File: src/rtl/button_debounce_monitor.sv
// button_debounce_monitor: synchronise, debounce and auto-repeat a bank of push-buttons
module button_debounce_monitor #(
    parameter int NUM_BUTTONS       = 4,
    parameter int DEBOUNCE_CYCLES   = 50000,
    parameter bit ACTIVE_LOW_INPUTS = 1'b1,
    parameter int REPEAT_DELAY      = 25000000,
    parameter int REPEAT_PERIOD     = 5000000
) (
    input  logic                   clock,
    input  logic                   reset,
    input  logic [NUM_BUTTONS-1:0] buttons,
    input  logic                   repeatEnable,
    output logic [NUM_BUTTONS-1:0] buttonPresses,
    output logic [NUM_BUTTONS-1:0] buttonReleases,
    output logic [NUM_BUTTONS-1:0] buttonHeld
);
    localparam int DW   = DEBOUNCE_CYCLES > 1 ? $clog2(DEBOUNCE_CYCLES) : 1;
    localparam int RMAX = REPEAT_DELAY > REPEAT_PERIOD ? REPEAT_DELAY : REPEAT_PERIOD;
    localparam int RW   = RMAX > 1 ? $clog2(RMAX) : 1;
    localparam logic [DW-1:0] DEB_LAST   = DW'(DEBOUNCE_CYCLES - 1);
    localparam logic [RW-1:0] DELAY_LAST = RW'(REPEAT_DELAY - 1);
    localparam logic [RW-1:0] PERIOD_LAST = RW'(REPEAT_PERIOD - 1);

    typedef enum logic [1:0] {IDLE, PRESS_WAIT, HELD, RELEASE_WAIT} state_t;

    logic [NUM_BUTTONS-1:0] norm, sync1, p;

    assign norm = ACTIVE_LOW_INPUTS ? ~buttons : buttons;

    // two-flop synchroniser on the polarity-normalised inputs (1 = pressed)
    always_ff @(posedge clock or negedge reset) begin
        if (!reset) begin
            sync1 <= '0;
            p     <= '0;
        end else begin
            sync1 <= norm;
            p     <= sync1;
        end
    end

    for (genvar g = 0; g < NUM_BUTTONS; g++) begin : g_ch
        state_t        state, state_n;
        logic [DW-1:0] cnt, cnt_n;
        logic [RW-1:0] rpt, rpt_n;
        logic          first, first_n;
        logic          press_n, rel_n;
        logic          press_q, rel_q, held_q;

        // next-state logic: debounce in the WAIT states, auto-repeat timing in HELD
        always_comb begin
            state_n = state;
            cnt_n   = cnt;
            rpt_n   = rpt;
            first_n = first;
            press_n = 1'b0;
            rel_n   = 1'b0;
            case (state)
                IDLE:
                    if (p[g]) begin
                        state_n = PRESS_WAIT;
                        cnt_n   = '0;
                    end
                PRESS_WAIT:
                    if (!p[g]) state_n = IDLE;
                    else if (cnt == DEB_LAST) begin
                        state_n = HELD;
                        press_n = 1'b1;
                        rpt_n   = '0;
                        first_n = 1'b1;
                    end else cnt_n = cnt + 1'b1;
                HELD:
                    if (!p[g]) begin
                        state_n = RELEASE_WAIT;
                        cnt_n   = '0;
                    end else if (!repeatEnable) begin
                        rpt_n   = '0;
                        first_n = 1'b1;
                    end else if (rpt == (first ? DELAY_LAST : PERIOD_LAST)) begin
                        press_n = 1'b1;
                        rpt_n   = '0;
                        first_n = 1'b0;
                    end else rpt_n = rpt + 1'b1;
                RELEASE_WAIT:
                    if (p[g]) begin
                        state_n = HELD;
                        rpt_n   = '0;
                        first_n = 1'b1;
                    end else if (cnt == DEB_LAST) begin
                        state_n = IDLE;
                        rel_n   = 1'b1;
                    end else cnt_n = cnt + 1'b1;
                default: state_n = IDLE;
            endcase
        end

        // channel state and registered outputs
        always_ff @(posedge clock or negedge reset) begin
            if (!reset) begin
                state   <= IDLE;
                cnt     <= '0;
                rpt     <= '0;
                first   <= 1'b1;
                press_q <= 1'b0;
                rel_q   <= 1'b0;
                held_q  <= 1'b0;
            end else begin
                state   <= state_n;
                cnt     <= cnt_n;
                rpt     <= rpt_n;
                first   <= first_n;
                press_q <= press_n;
                rel_q   <= rel_n;
                held_q  <= (state_n == HELD) || (state_n == RELEASE_WAIT);
            end
        end

        assign buttonPresses[g]  = press_q;
        assign buttonReleases[g] = rel_q;
        assign buttonHeld[g]     = held_q;
    end
endmodule

File: config.mk
export PLATFORM = sky130hd
export DESIGN_NAME = button_debounce_monitor
export DESIGN_NICKNAME = d
export VERILOG_FILES = /design/src/rtl/button_debounce_monitor.sv
export SDC_FILE = /design/constraint.sdc
export NUM_CORES = 1
export LEC_CHECK = 0
export BUFFER_PORTS_ARGS = -buffer_cell sky130_fd_sc_hd__buf_4
export CORE_MARGIN = 2
export CORE_UTILIZATION = 60
export DETAILED_ROUTE_END_ITERATION = 6
export GPL_TIMING_DRIVEN = 1
export PLACE_DENSITY = 0.86
export SLEW_MARGIN = 15
export SYNTH_ARGS = -nofsm -noshare
export SYNTH_HDL_FRONTEND = slang
export SYNTH_SLANG_ARGS = --single-unit
File: constraint.sdc
create_clock -name clock -period 3.97 [get_ports clock]
set_input_delay 0.397 -clock clock [delete_from_list [all_inputs] [get_ports clock]]
set_output_delay 0.397 -clock clock [all_outputs]
set_load 0.1 [all_outputs]
==> flow_summary.toml <==
[outcome]
status = "finished, final reports clean"

[logic_synthesis]
synth_edf_count = 0
seq_area_frac_synth = 0.432
synth_ff_type = "dfrtp_1"
netlist_area_sq_um = 11400
ys_async_sr_fraction = 1.00
syn_avg_cell_area_sq_um = 8.93
syn_nets = 1305
synthDistinctLibCells = 78
ys.warnings.count = 0
synthCells = 1272
ys_ff_latch = 196

[floorplan]
rows = 50
initial_core_util = 0.609
die_w_um = 142
die_h_um = 142
coreArea_sq_um = 18600
ios = 19
design.die.area_sq_um = 20100

[min_path]
min_from = "buttons[1]"
min_path_type = "input port to register"

[layout]
final_layout_size_suffix_gt1_frac = 0.0799
fin_nets = 1284
areaGrowthSynthToFinish_pct = 7.49
nFillCells = 1446
antennaDiodeCount = 0

[grt]
grt_pass1_vias = 9464
grt_pass1_wl_mm = 44.2
grt_max_degree = 118
grt_overflow = 0
grtUsageTotal = 0.264
antenna_found_initial = 0

[timing]
max_slew.worst_pin.slew_ns = 1.18
relSlewSlack = 0.214
rsz0062_at_grt = "no"
period_share = 0.788
timing.final.ws_setup_ns = 0.840
slew_violations = 0
setup_viol = 0
hold_viol = 0
fmax_mhz = 319
finalSetupTns_ns = 0
post-route-min-period_ns = 3.13
skew_ns = 0.0148

[route]
post_drt_wl_per_cell_um = 17.2
dr.first_iter.drc_count = 752
final_antenna_net_count = 0
drt_pass1_iterations = 5
vias = 10100
drc_errors = 0
avgViaCountPerCell = 6.74
drt_wl_total_mm = 25.7

[placed_design]
port_buffers = 18
post-place-ws_ns = 0.943
dpl.hpwl_mm = 17.0
place_congestion = 0.905

[flow_run]
maxCapViolCount = 0

[pwr]
p_per_area_nw_per_um2 = 419
peakVddDrop_uv = 297
p_leak_nw = 4.90

[worst_setup_path]
path_class = "register to register"
startpoint = "g_ch[3].state[0]"
setup.worst_path.end_class = "register"
required_ns = 4.24
path_max_fanout = 31
crit_path_start_kind = "register"
worstPathArrival_ns = 3.40
r2r-start = "g_ch[3].state[0]"

[clock_network]
cts-resized-gates = 0
cts_buffer_depth = 2
ctsRootBufferMaster = "clkbuf_16"
cts_buffers = 17
clkTransAtPathRegs_ns = 0.07
clock_sinks = 196
clkLatencyLatePin_ns = 0.45
cts_setup_buffers = 0
cts_tree = "built"
htree_levels = 4
cts_hold_buf = 0
cell usage in the layout, fill, tap and decap left out, drive strengths merged, types with 26 or more instances in the layout:
master  synthesis  routed
nor2           87      87
nand4          51      51
ha             26      26
or4            37      37
or3            36      36
buf            22      33
nand3          64      64
o31ai          38      38
inv            45      51
dfrtp         192     192
nor3           42      42
nand2         127     127
o21ai          61      61
a21oi          84      84
worst max-delay path: stages, from the launching register on:
cell	delay, ns
dfrtp_1	0.42
inv_1	0.13
ha_1	0.34
nor3_1	0.20
o21bai_1	0.15
a21o_1	0.51
a21oi_1	1.05
nor2_1	0.15
worst paths after layout:
kind,depth (start not counted),end,slack [ns]
min in group asynchronous,1,g_ch[0].cnt[15],0.10
hold / removal,2,sync1[1],0.09
setup / recovery,7,g_ch[3].rpt[6],0.84
hold reg to reg,0,p[3],0.35
max in group asynchronous,2,g_ch[2].first,2.99
setup reg to reg,7,g_ch[3].rpt[6],0.84
metrics by stage:
stage               power [mW]  instance area [sq um]  hold WS, ns  instances  utilization
floorplan                 3.04                  11400        0.101       1272            -
global placement          3.33                  11600        0.336       1466        0.623
detailed placement        3.37                  11600        0.335       1466        0.623
CTS                       5.13                  12200       0.0794       1498        0.655
global route              5.36                  12200       0.0925       1498        0.655
finish                    5.12                  12200       0.0877       1498        0.655
power breakdown:
part | total [mW] | internal, mW | switching (mW)
Clock | 1.76 | 0.945 | 0.815
Combinational | 1.17 | 0.380 | 0.795
Sequential | 2.18 | 2.09 | 0.0960
Total | 5.12 | 3.41 | 1.71
area by class of cell:
cell class / count / area, sq um / area share
Inverter: 45 / 169 / 0.0138
Tap cell: 234 / 293 / 0.0240
Clock buffer: 17 / 425 / 0.0348
Clock inverter: 15 / 170 / 0.0139
Sequential cell: 196 / 4910 / 0.402
Multi-Input combinational cell: 957 / 5970 / 0.489
Timing Repair Buffer: 34 / 274 / 0.0224
sequential cells by signal, summed over array words and instances, names as in the netlist:
signal and flops:
g_ch.press_q 4, sync1 4, g_ch.first 4, g_ch.state 8
g_ch.rpt 100, p 4, g_ch.cnt 64, g_ch.rel_q 4
g_ch.held_q 4
logic make-up (layout without fill, tap and decap cells):
group / after synthesis / in the layout / synth area share
simple gates: 569 / 569 / 0.271
compound gates: 324 / 324 / 0.194
flops: 196 / 196 / 0.432
buf+inv: 119 / 111 / 0.0445
xor+xnor: 32 / 32 / 0.0247
fa+ha+maj: 26 / 26 / 0.0286
mux: 6 / 6 / 0.00562
routing by layer:
| metal | track usage | routed length, um | vias up |
|---|---|---|---|
| met1 | 0.357 | 11700 | 4978 |
| met4 | 0.0932 | 423 | 0 |
| met2 | 0.435 | 12500 | 293 |
| li1 | - | - | 4780 |
| met5 | 0 | 0 | - |
| met3 | 0.0405 | 1150 | 41 |
cells in the mapped netlist, types with 12 or more instances:
| cell type | n | area (sq um) |
|---|---|---|
| a31oi_1 | 17 | 106 |
| and3_1 | 24 | 150 |
| nor4_1 | 19 | 119 |
| nand3_1 | 64 | 320 |
| a21oi_1 | 82 | 410 |
| or3_1 | 34 | 213 |
| o22ai_1 | 12 | 75.1 |
| nor2_1 | 87 | 327 |
| inv_1 | 45 | 169 |
| o21ai_0 | 59 | 295 |
| nand2_1 | 127 | 477 |
| a22o_1 | 20 | 175 |
| buf_4 | 12 | 90.1 |
| and4_1 | 14 | 123 |
| nor3_1 | 41 | 205 |
| dfrtp_1 | 192 | 4800 |
| o31ai_1 | 38 | 285 |
| xnor2_1 | 17 | 149 |
| ha_1 | 26 | 325 |
| clkbuf_1 | 52 | 195 |
| or4_1 | 35 | 263 |
| xor2_1 | 15 | 131 |
| nand4_1 | 51 | 319 |
(Power assumes the default switching activity.)
